===== src/rtl/param_map_pkg.sv =====
// Parameter-BRAM layout shared by the arbiter and its requesters.
package param_map_pkg;

  localparam int PARAM_WORDS_PER_SUBSET = 5;
  localparam int PARAM_CX_OFFSET        = 3;
  localparam int PARAM_CY_OFFSET        = 4;
  localparam int PARAM_BYTES_PER_WORD   = 4;

  // Word index of field 'off' in subset n; record 0 is a header, so subsets start at word 5.
  function automatic logic [31:0] subset_word(input logic [31:0] n, input logic [31:0] off);
    return (n + 32'd1) * 32'(PARAM_WORDS_PER_SUBSET) + off;
  endfunction

endpackage


===== src/rtl/param_read_arbiter_if.sv =====
// Requester-side handshake and BRAM read-port signals of the parameter arbiter.
interface param_read_arbiter_if #(
  parameter int NUM_REQ = 4,
  parameter int ADDR_W  = 32,
  parameter int DATA_W  = 32
);
  logic [NUM_REQ-1:0]        req_valid;
  logic [NUM_REQ*ADDR_W-1:0] req_word;
  logic [NUM_REQ-1:0]        req_ready;
  logic [NUM_REQ-1:0]        rsp_valid;
  logic [DATA_W-1:0]         rsp_data;
  logic                      param_ea;
  logic [3:0]                param_wea;
  logic [ADDR_W-1:0]         param_addr;
  logic [DATA_W-1:0]         param_dout;

  // Arbiter view.
  modport slave (
    input  req_valid, req_word, param_dout,
    output req_ready, rsp_valid, rsp_data, param_ea, param_wea, param_addr
  );

  // Requesters plus BRAM view.
  modport master (
    output req_valid, req_word, param_dout,
    input  req_ready, rsp_valid, rsp_data, param_ea, param_wea, param_addr
  );
endinterface


===== src/rtl/rr_priority_pick.sv =====
// Combinational round-robin pick: first set request bit at or above ptr, wrapping at NUM_REQ.
module rr_priority_pick #(
  parameter int NUM_REQ = 4,
  parameter int ID_W    = 2
) (
  input  logic [NUM_REQ-1:0] req,
  input  logic [ID_W-1:0]    ptr,
  output logic [NUM_REQ-1:0] grant_oh,
  output logic [ID_W-1:0]    grant_idx,
  output logic               grant_any
);

  int              pos;
  logic [ID_W-1:0] idx;

  // Scan NUM_REQ positions from ptr; explicit wrap keeps non-power-of-2 counts correct.
  always_comb begin
    grant_oh  = '0;
    grant_idx = '0;
    grant_any = 1'b0;
    pos       = 0;
    idx       = '0;
    for (int k = 0; k < NUM_REQ; k++) begin
      pos = int'(ptr) + k;
      if (pos >= NUM_REQ) pos = pos - NUM_REQ;
      idx = ID_W'(pos);
      if (!grant_any && req[idx]) begin
        grant_any     = 1'b1;
        grant_oh[idx] = 1'b1;
        grant_idx     = idx;
      end
    end
  end

endmodule


===== src/rtl/param_read_arbiter.sv =====
// Round-robin arbiter sharing the parameter BRAM read port, with id-tagged response routing.
module param_read_arbiter
  import param_map_pkg::*;
#(
  parameter int NUM_REQ    = 4,
  parameter int ADDR_W     = 32,
  parameter int DATA_W     = 32,
  parameter int RD_LATENCY = 3
) (
  input  logic                 clock,
  input  logic                 resetn,
  input  logic                 params_ready,
  output logic                 busy,
  param_read_arbiter_if.slave  bus
);

  localparam int ID_W = (NUM_REQ > 1) ? $clog2(NUM_REQ) : 1;

  logic [NUM_REQ-1:0]  req_eligible;
  logic [NUM_REQ-1:0]  grant_oh;
  logic [ID_W-1:0]     grant_idx;
  logic                grant_any;
  logic [ADDR_W-3:0]   grant_word_lo;

  logic                param_ea_q, param_ea_d;
  logic [ADDR_W-1:0]   param_addr_q, param_addr_d;
  logic [ID_W-1:0]     rr_ptr_q, rr_ptr_d;
  logic [RD_LATENCY-1:0]           tag_vld_q, tag_vld_d;
  logic [RD_LATENCY-1:0][ID_W-1:0] tag_id_q, tag_id_d;
  logic [NUM_REQ-1:0]  rsp_valid_q, rsp_valid_d;
  logic [DATA_W-1:0]   rsp_data_q, rsp_data_d;

  // Nothing is eligible until the BRAM has been loaded.
  assign req_eligible = bus.req_valid & {NUM_REQ{params_ready}};

  rr_priority_pick #(.NUM_REQ(NUM_REQ), .ID_W(ID_W)) u_pick (
    .req       (req_eligible),
    .ptr       (rr_ptr_q),
    .grant_oh  (grant_oh),
    .grant_idx (grant_idx),
    .grant_any (grant_any)
  );

  // Top two index bits fall off when the word index is scaled to bytes.
  assign grant_word_lo = bus.req_word[grant_idx*ADDR_W +: ADDR_W-2];

  // Next-state: address, priority pointer, tag pipeline and response register.
  always_comb begin
    param_ea_d   = params_ready;
    param_addr_d = param_addr_q;
    rr_ptr_d     = rr_ptr_q;
    if (grant_any) begin
      param_addr_d = {grant_word_lo, 2'b00};
      rr_ptr_d     = (grant_idx == ID_W'(NUM_REQ - 1)) ? '0 : grant_idx + 1'b1;
    end
    tag_vld_d    = '0;
    tag_id_d     = '0;
    tag_vld_d[0] = grant_any;
    tag_id_d[0]  = grant_idx;
    for (int i = 1; i < RD_LATENCY; i++) begin
      tag_vld_d[i] = tag_vld_q[i-1];
      tag_id_d[i]  = tag_id_q[i-1];
    end
    rsp_valid_d = '0;
    rsp_data_d  = rsp_data_q;
    if (tag_vld_q[RD_LATENCY-1]) begin
      rsp_valid_d[tag_id_q[RD_LATENCY-1]] = 1'b1;
      rsp_data_d                          = bus.param_dout;
    end
  end

  // State registers; reset discards every in-flight read.
  always_ff @(posedge clock or negedge resetn) begin
    if (!resetn) begin
      param_ea_q   <= 1'b0;
      param_addr_q <= '0;
      rr_ptr_q     <= '0;
      tag_vld_q    <= '0;
      tag_id_q     <= '0;
      rsp_valid_q  <= '0;
      rsp_data_q   <= '0;
    end else begin
      param_ea_q   <= param_ea_d;
      param_addr_q <= param_addr_d;
      rr_ptr_q     <= rr_ptr_d;
      tag_vld_q    <= tag_vld_d;
      tag_id_q     <= tag_id_d;
      rsp_valid_q  <= rsp_valid_d;
      rsp_data_q   <= rsp_data_d;
    end
  end

  assign bus.req_ready  = grant_oh;
  assign bus.param_ea   = param_ea_q;
  assign bus.param_wea  = 4'b0000;
  assign bus.param_addr = param_addr_q;
  assign bus.rsp_valid  = rsp_valid_q;
  assign bus.rsp_data   = rsp_data_q;
  assign busy           = |tag_vld_q;

endmodule


===== src/flat_wrapper.sv =====
// flat-port wrapper written by rule: the top's interface ports become plain ports
module param_read_arbiter_flat import param_map_pkg::*;
#(
  parameter int NUM_REQ    = 4,
  parameter int ADDR_W     = 32,
  parameter int DATA_W     = 32,
  parameter int RD_LATENCY = 3
)
  (clock, resetn, params_ready, busy, bus_req_valid, bus_req_word, bus_param_dout, bus_req_ready, bus_rsp_valid, bus_rsp_data, bus_param_ea, bus_param_wea, bus_param_addr);
  param_read_arbiter_if #(.NUM_REQ(NUM_REQ), .ADDR_W(ADDR_W), .DATA_W(DATA_W)) bus_i ();
  input  logic clock;
  input  logic resetn;
  input  logic params_ready;
  output logic busy;
  input wire logic [$bits(bus_i.req_valid)-1:0] bus_req_valid;
  input wire logic [$bits(bus_i.req_word)-1:0] bus_req_word;
  input wire logic [$bits(bus_i.param_dout)-1:0] bus_param_dout;
  output wire logic [$bits(bus_i.req_ready)-1:0] bus_req_ready;
  output wire logic [$bits(bus_i.rsp_valid)-1:0] bus_rsp_valid;
  output wire logic [$bits(bus_i.rsp_data)-1:0] bus_rsp_data;
  output wire logic [$bits(bus_i.param_ea)-1:0] bus_param_ea;
  output wire logic [$bits(bus_i.param_wea)-1:0] bus_param_wea;
  output wire logic [$bits(bus_i.param_addr)-1:0] bus_param_addr;
  assign bus_i.req_valid = bus_req_valid;
  assign bus_i.req_word = bus_req_word;
  assign bus_i.param_dout = bus_param_dout;
  assign bus_req_ready = bus_i.req_ready;
  assign bus_rsp_valid = bus_i.rsp_valid;
  assign bus_rsp_data = bus_i.rsp_data;
  assign bus_param_ea = bus_i.param_ea;
  assign bus_param_wea = bus_i.param_wea;
  assign bus_param_addr = bus_i.param_addr;
  param_read_arbiter #(.NUM_REQ(NUM_REQ), .ADDR_W(ADDR_W), .DATA_W(DATA_W), .RD_LATENCY(RD_LATENCY)) u_core (.clock(clock), .resetn(resetn), .params_ready(params_ready), .busy(busy), .bus(bus_i));
endmodule

===== config.mk =====
export PLATFORM = sky130hd
export DESIGN_NAME = param_read_arbiter_flat
export DESIGN_NICKNAME = d
export VERILOG_FILES = /design/src/rtl/param_map_pkg.sv /design/src/rtl/param_read_arbiter_if.sv /design/src/rtl/rr_priority_pick.sv /design/src/rtl/param_read_arbiter.sv /design/src/flat_wrapper.sv
export SDC_FILE = /design/constraint.sdc
export NUM_CORES = 1
export LEC_CHECK = 0
export ABC_AREA = 1
export CAP_MARGIN = 20
export CELL_PAD_IN_SITES_DETAIL_PLACEMENT = 2
export CELL_PAD_IN_SITES_GLOBAL_PLACEMENT = 2
export CORE_MARGIN = 1
export CORE_UTILIZATION = 22
export DETAILED_ROUTE_END_ITERATION = 8
export PLACE_DENSITY = 0.86
export SLEW_MARGIN = 20
export SYNTH_ARGS = -nofsm -noshare
export SYNTH_HDL_FRONTEND = slang
export SYNTH_SLANG_ARGS = --single-unit

===== constraint.sdc =====
create_clock -name clock -period 4.71 [get_ports clock]
set_input_delay 0.942 -clock clock [delete_from_list [all_inputs] [get_ports clock]]
set_output_delay 0.942 -clock clock [all_outputs]
set_load 0.05 [all_outputs]

==> results of run 1 <==
==> cell type report <==
type	instances	area, µm²
Fill cell	2411	13100
Multi-Input combinational cell	550	2390
Timing Repair Buffer	239	2380
Sequential cell	78	1950
Tap cell	270	338
Clock buffer	9	225
Clock inverter	7	103
Inverter	16	60.1
==> worst max-delay path, cell delays in order <==
cell,delay (ns)
clkdlybuf4s50_1,0.76
nand2_1,0.17
nand2_1,0.11
nand3_1,0.10
nand2_2,0.10
nand4_4,0.20
inv_1,0.13
nand2_1,0.06
o211ai_1,0.10
clkdlybuf4s50_1,0.83
==> state kept, by name, indices dropped and copies added, names as in the netlist <==
| register | cells |
|---|---|
| u_core.bus.param_ea | 1 |
| u_core.tag_vld_q | 3 |
| u_core.bus.param_addr | 30 |
| u_core.tag_id_d | 4 |
| u_core.bus.rsp_data | 32 |
| u_core.bus.rsp_valid | 4 |
| u_core.tag_id_q | 2 |
| u_core.rr_ptr_q | 2 |
==> cells in the final DEF, fill, tap and decap left out, drive strengths merged <==
cell type / synthesis / routed
clkinv: 0 / 1
inv: 16 / 20
a21oi: 2 / 2
nor2: 6 / 6
bufinv: 0 / 2
clkbuf: 10 / 9
o211ai: 5 / 5
nand4: 2 / 2
dfrtp: 78 / 78
conb: 1 / 6
clkdlybuf4s50: 0 / 229
nand3: 87 / 87
nor3: 4 / 4
ha: 8 / 8
nand2: 426 / 426
buf: 35 / 10
a22oi: 4 / 4
==> how the worst max path moves through the flow <==
| stage | endpoint | slack (ns) |
|---|---|---|
| global route | bus_req_ready[3] | 0.04 |
| detailed placement | bus_req_ready[3] | 0.23 |
| global placement | bus_req_ready[0] | 0.36 |
| CTS | bus_req_ready[3] | 0.22 |
| floorplan | bus_req_ready[1] | 1.34 |
| finish | bus_req_ready[3] | 0.24 |
==> per-stage QoR <==
stage,utilization,hold WS [ns],power [mW],cell area (µm²),instances
2_1_floorplan,-,0.331,4.80,4700,689
6_report,0.362,0.347,6.90,7450,1169
4_1_cts,0.362,0.351,7.07,7450,1169
3_3_place_gp,0.346,0.331,6.06,7120,1153
5_1_grt,0.362,0.350,7.56,7450,1169
3_5_place_dp,0.346,0.336,6.23,7120,1153
==> cell families after synthesis <==
kind of cell	count (synthesis)	synth area share
and+or+nand+nor	525	0.465
adders and majority gates	8	0.0214
other	1	0.000802
DFF	78	0.417
AOI/OAI and AO/OA	11	0.0198
buffers and inverters	61	0.0752
==> power breakdown <==
group          internal (mW)  total, mW  switching [mW]
clock                  0.474      0.794           0.321
sequential             0.974       1.10           0.130
combinational           1.49       5.00            3.51
total                   2.94       6.90            3.96
==> layer usage <==
metal / part of all wire / vias up / GRT usage
met3: 0.033 / 20 / 0.0247
met1: 0.42 / 2635 / 0.214
li1: - / 2533 / -
met5: 0 / - / 0
met2: 0.53 / 101 / 0.351
met4: 0.020 / 0 / 0.0552
==> results_dict.tcl, run 1 <==
set metrics [dict create \
    outcome "completed" \
    r2r-end "u_core.bus.param_addr[4]" \
    fp.dieH_um 148 \
    antenna_cells 0 \
    crit_type "in -> out" \
    synth_top_area_cell "dfrtp_1" \
    grt_util_all_layers 0.185 \
    min_period_over_period 0.948 \
    hold_end "u_core.tag_id_d[5]" \
    core.rowCount 52 \
    yosysUniqueCellTypes 24 \
    chipWidth_um 148 \
    portBuffers 230 \
    cp.arrival_ns 3.52 \
    reg2reg_slack_ns 1.48 \
    clock_skew_ns 0.00823 \
    yosys_warnings 0 \
    antenna_found_initial 0 \
    min_from "u_core.tag_id_d[3]" \
    synthesis.area_um2 4680 \
    grt_pass1_wl_um 31600 \
    area_growth_pct 59.3 \
    place_ws_ns 0.233 \
    initial_core_util 0.227 \
    grt_max_degree 61 \
    cts_resized 0 \
    cap_viol_max_count 0 \
    ys_seq_elements 78 \
    synth_common_cells "nand2_1, nand3_1, dfrtp_1, buf_2, clkbuf_1" \
    worstPathMaxFanout 13 \
    period_needed_ns 4.47 \
    cp-start-kind "input port" \
    maxClockFrequency_mhz 224 \
    hold_depth 0 \
    critPathLaunch "params_ready" \
    p_leak_nw 3.69 \
    insertion_delay_ns 0.34 \
    routed_via_density 4.52 \
    final_nets 1069 \
    htree_levels 3 \
    cts.clk_slew.worst_paths_ns 0.06 \
    worst_slew_pin_slew_ns 0.862 \
    cts_max_path_buffers 2 \
    yosys_most_used_dff "dfrtp_1" \
    routabilityCongestion 0.748 \
    wirelength_um 19900 \
    r2r_start "u_core.rr_ptr_q[1]" \
    setup_violations 0 \
    firstDrtPassIters 4 \
    power_density_nw_per_um2 926 \
    required_ns 3.77 \
    final_antenna_net_count 0 \
    irDropWorstVdd_mv 0.750 \
    ff2ff_path_depth 15 \
    worst_hold_path_type "reg -> reg" \
    io_pins 245 \
    hold_buffers 0 \
    cts_root_buffer "clkbuf_16" \
    rsz0062_at_grt "no" \
    dr.first_iter.drc_count 135 \
    drive_gt1_frac 0.0567 \
    seq_area_frac_synth 0.417 \
    cts_setup_buffers 0 \
    relSlewSlack 0.425 \
    cts_tree "done" \
    core_area_um2 20600 \
    post-dp-hpwl_um 14400 \
    synthTopCellsByArea "dfrtp_1, nand2_1, nand3_1, buf_6, ha_1" \
    fin_setup_tns_ns 0 \
    die-area_um2 21800 \
    synth-edff-count 0 \
    cts_sinks 78 \
    synth_top_area_frac 0.417 \
    finalMaxSlewViolations 0 \
    wire_per_inst_um 17.0 \
    hold_viol_final 0 \
    synthArstFlopShare 1.00 \
    yosysMostFrequentCell "nand2_1" \
    cp-end-kind "primary output" \
    synth.avg_cell_area_um2 6.84 \
    drc 0 \
    synth_cells 684 \
    numCtsBuffers 9 \
    num_vias 5289 \
    grt.overflow.total 0 \
    grt_pass1_vias 5830 \
    worst_slack_ns 0.245 \
]
Note: power is estimated with default switching activity, not from simulation.
==> inputs of run 2 (changes only) <==
--- a/config.mk
+++ b/config.mk
@@ -10,10 +10,11 @@
 export CELL_PAD_IN_SITES_DETAIL_PLACEMENT = 2
 export CELL_PAD_IN_SITES_GLOBAL_PLACEMENT = 2
 export CORE_MARGIN = 1
-export CORE_UTILIZATION = 22
+export CORE_UTILIZATION = 20
 export DETAILED_ROUTE_END_ITERATION = 8
-export PLACE_DENSITY = 0.86
+export PLACE_DENSITY = 0.79
 export SLEW_MARGIN = 20
 export SYNTH_ARGS = -nofsm -noshare
 export SYNTH_HDL_FRONTEND = slang
+export SYNTH_HIERARCHICAL = 1
 export SYNTH_SLANG_ARGS = --single-unit
==> constraint.sdc (replaced) <==
create_clock -name clock -period 4.2 [get_ports clock]
set_input_delay 0.84 -clock clock [delete_from_list [all_inputs] [get_ports clock]]
set_output_delay 0.84 -clock clock [all_outputs]
set_load 0.05 [all_outputs]
==> run 2 against run 1 <==
Effect of this change:
- setup slack better by 0.49 ns
- final cell count up 9.0%
- sequential share of layout area down 0.84 points
- sequential power up 19%
- critical endpoint is now bus_req_ready[0]
- highest routed layer unchanged
==> results_dict.tcl, run 2 <==
set metrics [dict create \
    grt_pass1_wl_um 29400 \
    synth_compound_area_frac 0.0150 \
    cap_viol_max_count 0 \
    portBuffers 230 \
    layout_common_cells "nand2_1, clkdlybuf4s50_1, inv_1" \
    yosys_warnings 6 \
    num_vias 5214 \
    cp-start-kind "input port" \
    power_density_nw_per_um2 1010 \
    routabilityCongestion 0.746 \
    io_pins 245 \
    cts_setup_buffers 0 \
    ys_seq_elements 78 \
    area_growth_pct 59.1 \
    cts_tree "done" \
    cts_max_path_buffers 2 \
    setup_violations 0 \
    required_ns 3.36 \
    pwr-share-seq 0.169 \
    synth-edff-count 0 \
    worst_hold_path_type "reg -> reg" \
    core_area_um2 23600 \
    crit_type "in -> out" \
    largest_register_ffs 32 \
    chipWidth_um 158 \
    drc 0 \
    worst_slew_pin_slew_ns 0.721 \
    p_leak_nw 4.07 \
    synthesis.area_um2 4840 \
    wire_per_inst_um 14.9 \
    sw_frac_of_total 0.562 \
    grt_util_all_layers 0.155 \
    fill_cells 2811 \
    grt_pass1_vias 5597 \
    rsz0062_at_grt "no" \
    maxClockFrequency_mhz 288 \
    synthAdderAreaFrac 0.0155 \
    grt.overflow.total 0 \
    synthMuxAreaShare 0 \
    final_nets 1123 \
    yosysUniqueCellTypes 24 \
    dr.first_iter.drc_count 124 \
    synth.avg_cell_area_um2 6.60 \
    cts_sinks 78 \
    initial_core_util 0.205 \
    hold_viol_final 0 \
    worstPathMaxFanout 7 \
    hold_buffers 0 \
    synth_cells 733 \
    core.rowCount 56 \
    synth_simple_gate_area_frac 0.400 \
    post-dp-hpwl_um 14300 \
    final_antenna_net_count 0 \
    yosysMostFrequentCell "nand2_1" \
    fp.dieH_um 158 \
    cts_resized 0 \
    cts_root_buffer "clkbuf_16" \
    die-area_um2 24800 \
    synthTopCellsByArea "dfrtp_1, nand2_1, inv_1, nand3_1, nand2_2" \
    fin_setup_tns_ns 0 \
    period_needed_ns 3.47 \
    power.clock.fraction 0.112 \
    layout_commonest_cell "nand2_1" \
    synth_top_area_cell "dfrtp_1" \
    min_period_over_period 0.826 \
    routed_via_density 4.09 \
    antenna_found_initial 0 \
    synth_top_family_by_area "simple AND/OR/NAND/NOR gates" \
    cts.clk_slew.worst_paths_ns 0.06 \
    yosys_most_used_dff "dfrtp_1" \
    synth_xor_area_frac 0 \
    power_switching_mw 4.36 \
    insertion_delay_ns 0.34 \
    wirelength_um 18900 \
    grt_max_degree 61 \
    outcome "completed" \
    finalMaxSlewViolations 0 \
    synth_top_area_frac 0.404 \
    antenna_cells 0 \
    seq_area_frac_synth 0.404 \
    internal_power_mw 3.40 \
    synth_common_cells "nand2_1, inv_1, dfrtp_1, nand3_1, nand2_2" \
    relSlewSlack 0.519 \
    firstDrtPassIters 4 \
    drive_gt1_frac 0.0681 \
    clock_skew_ns 0.00573 \
    numCtsBuffers 9 \
    synthArstFlopShare 1.00 \
    irDropWorstVdd_mv 0.804 \
    postLayoutCoreUtil 0.326 \
    reg2reg_slack_ns 1.18 \
    cp.arrival_ns 2.63 \
    htree_levels 3 \
    cp-end-kind "primary output" \
    pwr-share-comb 0.719 \
]
## run 2: cell count changes after synthesis, sizes merged, moves of 2 or more
cell	previous run	this run
a21boi	0	4
o211ai	5	0
inv	16	139
a22oi	4	0
nand4	2	7
nor2	6	3
clkbuf	10	3
nand3	87	76
ha	8	6
a21oi	2	7
nand2	426	368
## run 2: logic make-up after synthesis
logic type / count (synthesis)
and+or+nand+nor: 458
buffers and inverters: 178
DFF: 78
AOI/OAI and AO/OA: 12
adders and majority gates: 6
other: 1
## run 2: per-stage QoR
stage               cells  area [µm²]  power [mW]  hold slack [ns]  setup WS (ns)
global placement     1258        7370        6.89            0.331          0.717
CTS                  1274        7700        8.00            0.351          0.661
global route         1274        7700        8.54            0.354          0.523
floorplan             738        4860        5.40            0.331           1.37
finish               1274        7700        7.76            0.347          0.732
detailed placement   1258        7370        7.07            0.336          0.665
## run 2: final timing paths
kind                               startpoint                      end  cells after the start
setup / recovery                 params_ready         bus_req_ready[0]                     11
hold / removal             u_core/tag_id_d[5]       u_core/tag_id_q[5]                      0
setup reg to reg           u_core/rr_ptr_q[0]       u_core/rr_ptr_q[1]                     12
hold reg to reg            u_core/tag_id_d[5]       u_core/tag_id_q[5]                      0
max in group asynchronous              resetn  u_core/bus.rsp_data[18]                      2
min in group asynchronous              resetn  u_core/bus.rsp_data[17]                      1
## run 2: power by group through the flow
stage / clock network, mW / registers [mW] / logic (mW)
global route: 0.937 / 1.36 / 6.24
global placement: 0 / 1.31 / 5.58
floorplan: 0 / 2.22 / 3.18
finish: 0.870 / 1.31 / 5.58
CTS: 0.911 / 1.33 / 5.76
detailed placement: 0 / 1.33 / 5.73
## run 2: critical path: stages
cell	delay [ns]
clkdlybuf4s50_1	0.48
nand2_1	0.09
inv_1	0.06
inv_1	0.06
nand2_1	0.09
nand3_4	0.15
nand2_4	0.07
nor2_1	0.34
a21oi_1	0.13
nand3_1	0.11
buf_4	0.20
## run 2: final cells by class
cell class / instances / area, µm² / share of cell area
clock buffers: 12 / 246 / 0.0320
clock inverters: 4 / 77.6 / 0.0101
inverters: 139 / 527 / 0.0684
multi-input cells: 482 / 2120 / 0.275
flip-flops and latches: 78 / 1950 / 0.254
well taps: 319 / 399 / 0.0519
repair buffers: 240 / 2380 / 0.309
## run 2: routing by layer
| layer | vias up | global-route usage | share of wire |
|---|---|---|---|
| met3 | 13 | 0.0396 | 0.069 |
| met5 | - | 0 | 0 |
| li1 | 2572 | - | - |
| met1 | 2479 | 0.183 | 0.44 |
| met4 | 0 | 0.0416 | 0.010 |
| met2 | 150 | 0.276 | 0.49 |
==> inputs of run 3 (changes only) <==
--- a/config.mk
+++ b/config.mk
@@ -10,9 +10,9 @@
 export CELL_PAD_IN_SITES_DETAIL_PLACEMENT = 2
 export CELL_PAD_IN_SITES_GLOBAL_PLACEMENT = 2
 export CORE_MARGIN = 1
-export CORE_UTILIZATION = 20
+export CORE_UTILIZATION = 18
 export DETAILED_ROUTE_END_ITERATION = 8
-export PLACE_DENSITY = 0.79
+export PLACE_DENSITY = 0.75
 export SLEW_MARGIN = 20
 export SYNTH_ARGS = -nofsm -noshare
 export SYNTH_HDL_FRONTEND = slang
==> constraint.sdc (replaced) <==
create_clock -name clock -period 3.1 [get_ports clock]
set_input_delay 0.62 -clock clock [delete_from_list [all_inputs] [get_ports clock]]
set_output_delay 0.62 -clock clock [all_outputs]
set_load 0.05 [all_outputs]
==> run 3 against run 2 <==
Effect of this change:
- setup slack got worse by 0.57 ns
- first-iteration DRC count increased by 88%
- hold slack got worse by 0.29 ns
- critical endpoint unchanged
- combinational power increased by 50%
- die area increased by 11%
- register-to-register slack got worse by 0.52 ns
- the run now ends with design-rule violations left
- critical path depth increased by 1
- routed wire length increased by 5.1%
- design area increased by 2.8%
- count of clock-buffer cells in the layout decreased by 2
- power increased by 44%
- global-route usage decreased by 0.75 points
==> results_dict.tcl, run 3 (same netlist as run 2, synthesis figures left out) <==
set metrics [dict create \
    cts_setup_buffers 0 \
    routed_via_density 4.08 \
    final_antenna_net_count 0 \
    grt.met3_usage 0.0315 \
    finalMaxSlewViolations 0 \
    grt.overflow.total 0 \
    irDropWorstVdd_mv 1.02 \
    outcome "finished, violations left" \
    cts.clk_slew.worst_paths_ns 0.07 \
    crit_path_end "bus_req_ready[0]" \
    layout_common_cells "nand2_1, clkdlybuf4s50_1, inv_1" \
    routabilityCongestion 0.754 \
    cp-end-kind "primary output" \
    critical_path_buf_inv_count 5 \
    gr-usage-met1 0.177 \
    area_growth_pct 63.6 \
    crit_chain "clkdlybuf4s50_1 -> nand2_1 -> inv_1 -> inv_1 -> nand2_1 -> nand3_4 -> nand2_4 -> nor2_1 -> buf_4 -> a21oi_1 -> nand3_1 -> buf_12" \
    cts_root_buffer "clkbuf_16" \
    place_inst 1287 \
    crit_cells 12 \
    final_nets 1136 \
    numCtsBuffers 9 \
    r2r-end "u_core/bus.param_addr[17]" \
    critPathMaxStageDelay_ns 0.45 \
    grt_pass1_vias 5833 \
    power.total_mw 11.2 \
    worst_slew_pin_slew_ns 0.575 \
    post-dp-hpwl_um 14800 \
    relSlewSlack 0.616 \
    insertion_delay_ns 0.34 \
    io_pins 245 \
    required_ns 2.48 \
    cp.arrival_ns 2.32 \
    worst_hold_path_type "in -> async" \
    p_leak_nw 4.16 \
    rsz0062_at_grt "no" \
    r2r_start "u_core/rr_ptr_q[1]" \
    cp_top_family "buffers and inverters" \
    use_met2 0.260 \
    firstDrtPassIters 6 \
    grt_max_degree 77 \
    largest_register_ffs 32 \
    whs_ns 0.0574 \
    drive_gt1_frac 0.0826 \
    fp.dieH_um 166 \
    htree_levels 3 \
    period_needed_ns 2.94 \
    critPathLaunch "bus_req_valid[3]" \
    cp-start-kind "input port" \
    cts_sinks 78 \
    dr.first_iter.drc_count 233 \
    worstPathMaxFanout 7 \
    fin_setup_tns_ns 0 \
    final_cells 1304 \
    core.rowCount 59 \
    crit_slowest_cell "clkdlybuf4s50_1" \
    initial_core_util 0.185 \
    hold_viol_final 0 \
    drc 21 \
    crit_type "in -> out" \
    antenna_found_initial 1 \
    wire_per_inst_um 15.3 \
    grt_util_all_layers 0.148 \
    reg2reg_slack_ns 0.66 \
    cts_tree "done" \
    core_area_um2 26200 \
    min_period_over_period 0.949 \
    fill_cells 3108 \
    grt_pass1_wl_um 31800 \
    setup_violations 0 \
    portBuffers 230 \
    num_vias 5315 \
    cts_max_path_buffers 2 \
    ff2ff_path_depth 15 \
    die-area_um2 27500 \
    clock_skew_ns 0.00700 \
    chipWidth_um 166 \
    layout_commonest_cell "nand2_1" \
    failed_checks "design-rule violations" \
    cap_viol_max_count 0 \
    wirelength_um 19900 \
    grt.busiest_layer "met2" \
    maxClockFrequency_mhz 340 \
    power_density_nw_per_um2 1410 \
]
-- run 3: final cells by class --
type | count | area (µm²) | share of cell area
well taps | 335 | 419 | 0.0530
flip-flops and latches | 78 | 1950 | 0.247
inverters | 139 | 527 | 0.0666
clock inverters | 6 | 70.1 | 0.00886
diodes | 1 | 2.50 | 0.000316
clock buffers | 10 | 229 | 0.0289
repair buffers | 253 | 2600 | 0.328
multi-input cells | 482 | 2120 | 0.268
-- run 3: metal layers --
layer  wire length (µm)  part of all wire
met1               8430              0.42
met5                  0                 0
met3               1230             0.062
met2               9940              0.50
met4                293             0.015
-- run 3: worst min path at each step --
stage / slack, ns / endpoint / cells after the start / startpoint
after floorplan: 0.32 / u_core/bus.param_addr[10] / 0 / resetn
after global placement: 0.33 / u_core/tag_id_d[5] / 0 / u_core/tag_id_d[3]
after detailed placement: 0.34 / u_core/tag_id_d[5] / 0 / u_core/tag_id_d[3]
after CTS: 0.04 / u_core/bus.rsp_data[10] / 1 / resetn
after global routing: 0.04 / u_core/bus.rsp_data[10] / 1 / resetn
final: 0.06 / u_core/bus.rsp_data[10] / 1 / resetn
-- run 3: timing repair --
item                       CTS  global route
setup endpoints to repair    1             1
gates cloned                 0             0
pin swaps                    0             1
hold buffers                 0             0
gates resized for setup      1             0
hold endpoints to repair     0             0
-- run 3: metrics by stage --
step / instance area (µm²) / util / setup WS, ns
finish: 7910 / 0.302 / 0.158
global route: 7910 / 0.302 / 0.0167
CTS: 7910 / 0.302 / 0.144
detailed placement: 7610 / 0.290 / -0.00684
global placement: 7610 / 0.290 / 0.0723
floorplan: 4860 / - / 0.569
-- run 3: where the power goes --
| group | leakage, nW | internal (mW) | switching [mW] |
|---|---|---|---|
| clock | 0.135 | 0.629 | 0.473 |
| sequential | 0.931 | 1.52 | 0.214 |
| combinational | 3.09 | 2.90 | 5.44 |
